[src/rtl/ls_pkg.sv]
// Shared types for the ls259_scan addressable-latch slice.
// Holds the channel mode and scan-state enums, the slot count and related
// widths, and the decoder from the manual control pins to a channel mode.
package ls_pkg;

  localparam int unsigned SLOTS  = 4;
  localparam int unsigned ADDR_W = 2;
  localparam int unsigned CNT_W  = 4;

  typedef enum logic [1:0] {LATCH, HOLD, DEMUX, CLEAR} ls259_mode_e;

  typedef enum logic [1:0] {IDLE, SETTLE, CAPTURE} ls259_scan_st_e;

  // Channel command as issued by the top-level mux.
  typedef struct packed {
    ls259_mode_e             mode;
    logic [ADDR_W-1:0]       addr;
  } ls259_ctrl_t;

  // 74LS259 truth table: clr_b selects clear-vs-keep, e_b gates the write.
  function automatic ls259_mode_e manual_mode(input logic clr_b, input logic e_b);
    ls259_mode_e m;
    case ({clr_b, e_b})
      2'b10:   m = LATCH;
      2'b11:   m = HOLD;
      2'b00:   m = DEMUX;
      default: m = CLEAR;
    endcase
    return m;
  endfunction

endpackage

[src/rtl/ls259_chan.sv]
// One 4-bit addressable latch channel.
// Ports:
//   clk, rst_b  clock and asynchronous active-low reset
//   mode        LATCH / HOLD / DEMUX / CLEAR for this edge
//   addr        slot written in LATCH and DEMUX
//   d           serial data bit
//   q           registered slot contents
module ls259_chan
  import ls_pkg::*;
(
  input  logic              clk,
  input  logic              rst_b,
  input  ls259_mode_e       mode,
  input  logic [ADDR_W-1:0] addr,
  input  logic              d,
  output logic [SLOTS-1:0]  q
);

  logic [SLOTS-1:0] q_q, q_d;

  // Next slot contents from the selected mode.
  always_comb begin
    q_d = q_q;
    case (mode)
      LATCH: q_d[addr] = d;
      HOLD:  q_d = q_q;
      DEMUX: begin
        q_d       = '0;
        q_d[addr] = d;
      end
      CLEAR: q_d = '0;
      default: q_d = q_q;
    endcase
  end

  always_ff @(posedge clk or negedge rst_b) begin
    if (!rst_b) q_q <= '0;
    else        q_q <= q_d;
  end

  assign q = q_q;

endmodule

[src/rtl/ls259_scan.sv]
// Dual 4-bit addressable latch with optional scan sequencer.
// The sequencer walks scan_sel over all slots of the companion 4:1 mux and
// captures da/db into both channels, waiting SETTLE cycles per slot.
// Build option: define LS259_SCAN_EN to compile the scan sequencer; without
// it the scan outputs are tied low and scan_start is ignored.
// Ports:
//   clk, rst_b           clock and asynchronous active-low reset
//   da, db               serial data per channel
//   S                    manual slot address
//   ea_b, eb_b           per-channel write enable (active-low)
//   clr_b                shared clear/demux control (active-low)
//   scan_start           one-cycle scan request
//   scan_sel             select to the companion mux
//   scan_busy, scan_done scan in progress / one-cycle completion pulse
//   Qa, Qb               channel registers
module ls259_scan #(
  parameter int unsigned SETTLE = 1
) (
  input  logic                      clk,
  input  logic                      rst_b,
  input  logic                      da,
  input  logic                      db,
  input  logic [ls_pkg::ADDR_W-1:0] S,
  input  logic                      ea_b,
  input  logic                      eb_b,
  input  logic                      clr_b,
  input  logic                      scan_start,
  output logic [ls_pkg::ADDR_W-1:0] scan_sel,
  output logic                      scan_busy,
  output logic                      scan_done,
  output logic [ls_pkg::SLOTS-1:0]  Qa,
  output logic [ls_pkg::SLOTS-1:0]  Qb
);

  import ls_pkg::ADDR_W;
  import ls_pkg::ls259_ctrl_t;
  import ls_pkg::manual_mode;

  ls259_ctrl_t ctrl_a_c, ctrl_b_c;

`ifdef LS259_SCAN_EN
  import ls_pkg::CNT_W;
  import ls_pkg::SLOTS;
  import ls_pkg::ls259_scan_st_e;

  ls259_scan_st_e      st_q, st_d;
  logic [CNT_W-1:0]    cnt_q, cnt_d;
  logic [ADDR_W-1:0]   sel_q, sel_d;
  logic                busy_q, busy_d;
  logic                done_q, done_d;

  // With zero settle cycles every slot goes straight to capture.
  function automatic ls259_scan_st_e slot_entry();
    return (SETTLE == 0) ? ls_pkg::CAPTURE : ls_pkg::SETTLE;
  endfunction

  always_ff @(posedge clk or negedge rst_b) begin
    if (!rst_b) begin
      st_q   <= ls_pkg::IDLE;
      cnt_q  <= '0;
      sel_q  <= '0;
      busy_q <= 1'b0;
      done_q <= 1'b0;
    end else begin
      st_q   <= st_d;
      cnt_q  <= cnt_d;
      sel_q  <= sel_d;
      busy_q <= busy_d;
      done_q <= done_d;
    end
  end

  // Scan sequencer next-state; a start coinciding with done is dropped.
  always_comb begin
    st_d   = st_q;
    cnt_d  = cnt_q;
    sel_d  = sel_q;
    busy_d = busy_q;
    done_d = 1'b0;
    case (st_q)
      ls_pkg::IDLE: begin
        if (scan_start && !done_q) begin
          sel_d  = '0;
          busy_d = 1'b1;
          cnt_d  = CNT_W'(SETTLE);
          st_d   = slot_entry();
        end
      end
      ls_pkg::SETTLE: begin
        if (cnt_q <= CNT_W'(1)) st_d = ls_pkg::CAPTURE;
        else                    cnt_d = cnt_q - CNT_W'(1);
      end
      ls_pkg::CAPTURE: begin
        if (sel_q == ADDR_W'(SLOTS - 1)) begin
          st_d   = ls_pkg::IDLE;
          busy_d = 1'b0;
          done_d = 1'b1;
        end else begin
          sel_d = sel_q + ADDR_W'(1);
          cnt_d = CNT_W'(SETTLE);
          st_d  = slot_entry();
        end
      end
      default: begin
        st_d   = ls_pkg::IDLE;
        busy_d = 1'b0;
      end
    endcase
  end

  // While busy the sequencer owns both channels; otherwise the pins do.
  always_comb begin
    ctrl_a_c.mode = manual_mode(clr_b, ea_b);
    ctrl_b_c.mode = manual_mode(clr_b, eb_b);
    ctrl_a_c.addr = S;
    ctrl_b_c.addr = S;
    if (busy_q) begin
      ctrl_a_c.mode = (st_q == ls_pkg::CAPTURE) ? ls_pkg::LATCH : ls_pkg::HOLD;
      ctrl_b_c.mode = ctrl_a_c.mode;
      ctrl_a_c.addr = sel_q;
      ctrl_b_c.addr = sel_q;
    end
  end

  assign scan_sel  = sel_q;
  assign scan_busy = busy_q;
  assign scan_done = done_q;
`else
  logic unused_scan;

  always_comb begin
    ctrl_a_c.mode = manual_mode(clr_b, ea_b);
    ctrl_b_c.mode = manual_mode(clr_b, eb_b);
    ctrl_a_c.addr = S;
    ctrl_b_c.addr = S;
  end

  assign unused_scan = ^{scan_start, 1'(SETTLE)};
  assign scan_sel    = '0;
  assign scan_busy   = 1'b0;
  assign scan_done   = 1'b0;
`endif

  ls259_chan u_chan_a (
    .clk   (clk),
    .rst_b (rst_b),
    .mode  (ctrl_a_c.mode),
    .addr  (ctrl_a_c.addr),
    .d     (da),
    .q     (Qa)
  );

  ls259_chan u_chan_b (
    .clk   (clk),
    .rst_b (rst_b),
    .mode  (ctrl_b_c.mode),
    .addr  (ctrl_b_c.addr),
    .d     (db),
    .q     (Qb)
  );

endmodule

[config.mk]
export PLATFORM = sky130hd
export DESIGN_NAME = ls259_scan
export DESIGN_NICKNAME = d
export VERILOG_FILES = /design/src/rtl/ls_pkg.sv /design/src/rtl/ls259_chan.sv /design/src/rtl/ls259_scan.sv
export SDC_FILE = /design/constraint.sdc
export NUM_CORES = 1
export LEC_CHECK = 0
export BUFFER_PORTS_ARGS = -buffer_cell sky130_fd_sc_hd__clkbuf_2
export CAP_MARGIN = 10
export CELL_PAD_IN_SITES_DETAIL_PLACEMENT = 0
export CELL_PAD_IN_SITES_GLOBAL_PLACEMENT = 1
export CORE_MARGIN = 2
export CORE_UTILIZATION = 29
export CTS_CLUSTER_DIAMETER = 50
export DETAILED_ROUTE_END_ITERATION = 16
export PLACE_DENSITY_LB_ADDON = 0.1
export SLEW_MARGIN = 5
export SYNTH_ARGS = -nofsm -noshare
export SYNTH_HDL_FRONTEND = slang
export SYNTH_SLANG_ARGS = --single-unit
[constraint.sdc]
create_clock -name clk -period 0.8 [get_ports clk]
set_clock_uncertainty 0.1 [all_clocks]
set_input_delay 0.08 -clock clk [delete_from_list [all_inputs] [get_ports clk]]
set_output_delay 0.08 -clock clk [all_outputs]
set_load 0.01 [all_outputs]
# [Yosys cells after proc, flatten, opt, wreduce, memory -nomap -nowiden]
# Index checks and enable logic that the tools add are counted.
[totals] mem_bits_rw=0 latchBits=0 ff_bits=8 in_bits=10 mem_bits_ro=0 elab_cells=29 out_inout_bits=12 n_memories=0
[op_classes] n_shift=0 n_eq_ne=10 bitwise_logic=2 magnitude_cmp=2 mul=0 reduce_logical=5 n_mux=8 div=0 n_addsub=0
[op_table] cell="$pmux W4 S3" n=2
[op_table] cell="$eq A2 B2 Y1 const B" n=8
[op_table] cell="$pmux W2 S3" n=2
[op_table] cell="$and A4 B4 Y4" n=2
[op_table] cell="$bwmux W4" n=2
[op_table] cell="$logic_not A2 Y1" n=4
[op_table] cell="$eq A2 B1 Y1 const B" n=2
[op_table] cell="$lt A2 B3 Y1 const B" n=1
[op_table] cell="$demux W1 S2" n=1
[op_table] cell="$ge A2 B1 Y1 const B" n=1
[op_table] cell="$logic_and A1 B1 Y1" n=1
[op_table] cell="$mux W1" n=1

# [Logic depth before layout (Yosys ltp)]
[logic_depth] depth_word=6 ltp_mapped=3 depth_no_buf=2

# [Modules after synthesis]
# A second synthesis with hierarchy kept.
[hier_totals] cells_unflattened=41 hier_area_um2=444.2
[by_module_without_submodules] module="ls259_chan" instances=2 cells_per_inst=16 area_per_inst_um2=197.7
[by_module_without_submodules] module="ls259_scan" instances=1 cells_per_inst=9 area_per_inst_um2=48.8

# [Worst setup path after synthesis]
# No wires, ideal clock.
[synth_timing] path_type="register to register" startpoint="reg with a tool-made name" endpoint="reg with a tool-made name" setup_ps=135 arrival_time_ps=595 required_time_ps=565 path_stages_with_launch=3 path_slack_ps=-30 cell_sequence="dfrtp_1 > o311ai_2 > o41ai_2"

==> run summary <==
pin count of the biggest net entering global routing = 11
status = complete, but fails checks
number of optimization iterations in the first detailed-route pass = 4
Core ar. = 0.00151 mm²
effective utilization at floorplan = 30.6%
leading cell type in the layout, fill and taps excluded = sky130_fd_sc_hd__clkbuf_2
Critical Path End Type = primary output
power density over the cells = 1510 mW/mm²
global-route congestion overflow total = 0
CTS tree = yes
Nets = 73
WL met2 = 417 µm
post-synth design cell area = 462 µm²
final routed DRC violation total = 0
placement-stage worst setup slack = -0.116 ns
category of the critical setup timing path = reg -> out
kind of start point of the critical path = flip-flop
number of global-route vias before repair = 332
cell area after layout = 616 µm²
launch point of the worst hold path = eb_b
wire length of the first global-routing pass = 1.48 mm
die area = 0.00193 mm²
buffers and inverters on the worst path = 1
Synth Register Bits = 8
post-place instance area = 520 µm²
register-to-register setup slack = -0.12 ns
Sink Count = 8
share of Yosys cell area claimed by the top area cell type = 43.4%
count of final hold-check violations = 0
Port-buffer cells = 16
met3 wire len = 69 µm
Pleak = 0.314 nW
drt first-iter violations = 7
total number of placement rows = 14
CTS Buf Count = 3
number of cells traversed by the worst hold path = 2
number of pins with negative max-slew slack in the final report = 0
final core occ = 40.9%
Inserted Diodes = 0
final setup slack of the worst path = -0.145 ns
violated checks = negative setup slack
Clock H-tree levels = 1
total via count in the routed design = 368
synthesis-to-finish area growth = 33.3%
R2R cell count = 3
antenna violations before repair = 0
overall die height = 43.9 µm
Max Used Layer = met3
maximum ir drop on the vdd rail = 0.483 mV
commonest non-fill, non-tap cells in the layout = sky130_fd_sc_hd__clkbuf_2, sky130_fd_sc_hd__dfrtp_1, sky130_fd_sc_hd__mux2i_1, sky130_fd_sc_hd__nor3b_2, sky130_fd_sc_hd__conb_1
kind of path behind the tightest hold check = in -> reg
RSZ-0062 raised after global routing = true
residual antenna-violating net count after detailed routing = 0
number of instances in the synthesized netlist = 39
maximum single-stage delay on the critical path = 0.39 ns
Crit-path slowest cell = sky130_fd_sc_hd__dfrtp_1
endpoints failing setup = 13
CP Max Fanout = 2
Root Buffer = sky130_fd_sc_hd__clkbuf_4
main area contributors after synthesis = sky130_fd_sc_hd__dfrtp_1, sky130_fd_sc_hd__mux2i_1, sky130_fd_sc_hd__nor3b_2
worst path arrival time = 0.77 ns
routed wire length = 904 µm
Fmax = 1060 MHz
clock transition time at the flip-flop clock pins of the worst setup and hold paths = 0.06 ns
count of yosys warnings during synthesis = 0
routability congestion estimate from global placement = 0.641
Die X-Extent = 43.9 µm
critical path required time = 0.62 ns
distinct cell type count of the synthesized netlist = 13
share of cells above drive strength 1 = 54.1%
clock insertion delay at the later pin of the skew report = 0.25 ns
kind of cell with the highest combined delay on the critical path = flip-flops
Fillers = 152
final cycle utilization of the critical path = 118%
half-perimeter wire length after placement = 649 µm
final worst path period need = 0.945 ns
post-DR vias/cell = 4.78
register area share after synthesis = 43.4%
Max Buffers Root-to-Sink = 2
average wire per standard cell = 11.7 µm
overall track demand over capacity in global routing = 10.5%
synthesized area per cell = 11.8 µm²
Top-Level Pins = 22
area leader, netlist = sky130_fd_sc_hd__dfrtp_1
ordered cell list for the critical path = clkbuf_2
worst hold slack after final layout = 0.00585 ns
number of maximum-capacitance constraint violations = 0
routed metal-1 wire length = 416 µm
logic make-up (layout without fill, tap and decap cells):
kind of cell,Yosys count,in the layout,share of synthesized area [%]
muxes,6,6,13.0
AOI/OAI and AO/OA,4,4,10.8
buffers and inverters,8,27,13.0
other,1,4,0.812
and+or+nand+nor,12,12,19.0
DFF,8,8,43.4
metrics by stage:
step | setup TNS, ns | instances | total power [mW]
floorplan | -0.0206 | 42 | 0.545
global placement | -0.546 | 68 | 0.586
detailed placement | -0.623 | 68 | 0.591
CTS | -1.35 | 75 | 0.927
global route | -1.85 | 77 | 0.990
finish | -1.40 | 77 | 0.929
power by group:
part           switching [mW]  total [mW]  internal, mW
Combinational           0.101       0.182        0.0816
Clock                   0.137       0.309         0.172
Sequential             0.0120       0.438         0.426
worst max-delay path by stage:
stage / endpoint / slack [ns] / cells after the start
final: Qa[1] / -0.15 / 1
after global routing: Qa[2] / -0.18 / 1
after CTS: Qb[1] / -0.15 / 1
after detailed placement: flip-flop / -0.12 / 3
after global placement: flip-flop / -0.11 / 3
after floorplan: flip-flop / -0.02 / 2
layer usage:
layer	vias to the layer above	GRT usage [%]
met5	-	0
met4	0	3.64
met3	0	5.42
met2	19	15.6
met1	177	13.1
li1	172	-
synthesized netlist by cell type, drive strengths merged:
cell type	n
nor3b	4
o41ai	2
nand3b	2
dfrtp	8
inv	2
mux2i	6
o311ai	2
conb	1
nand2	6
buf	6
cell type report:
type | instances | area [µm²] | area share (%)
multi-input cells | 26 | 230 | 37.4
flip-flops and latches | 8 | 200 | 32.5
repair buffers | 22 | 135 | 22.0
clock buffers | 3 | 22.5 | 3.66
well taps | 16 | 20.0 | 3.25
inverters | 2 | 7.51 | 1.22
what timing repair did:
item | in CTS | in global routing
hold buffers | 1 | 0
endpoints found under the setup margin | 9 | 11
setup buffers | 3 | 2
endpoints found under the hold margin | 9 | 0
gates cloned | 0 | 0
gates resized for setup | 2 | 4
Power figures use the tool's default switching activity.
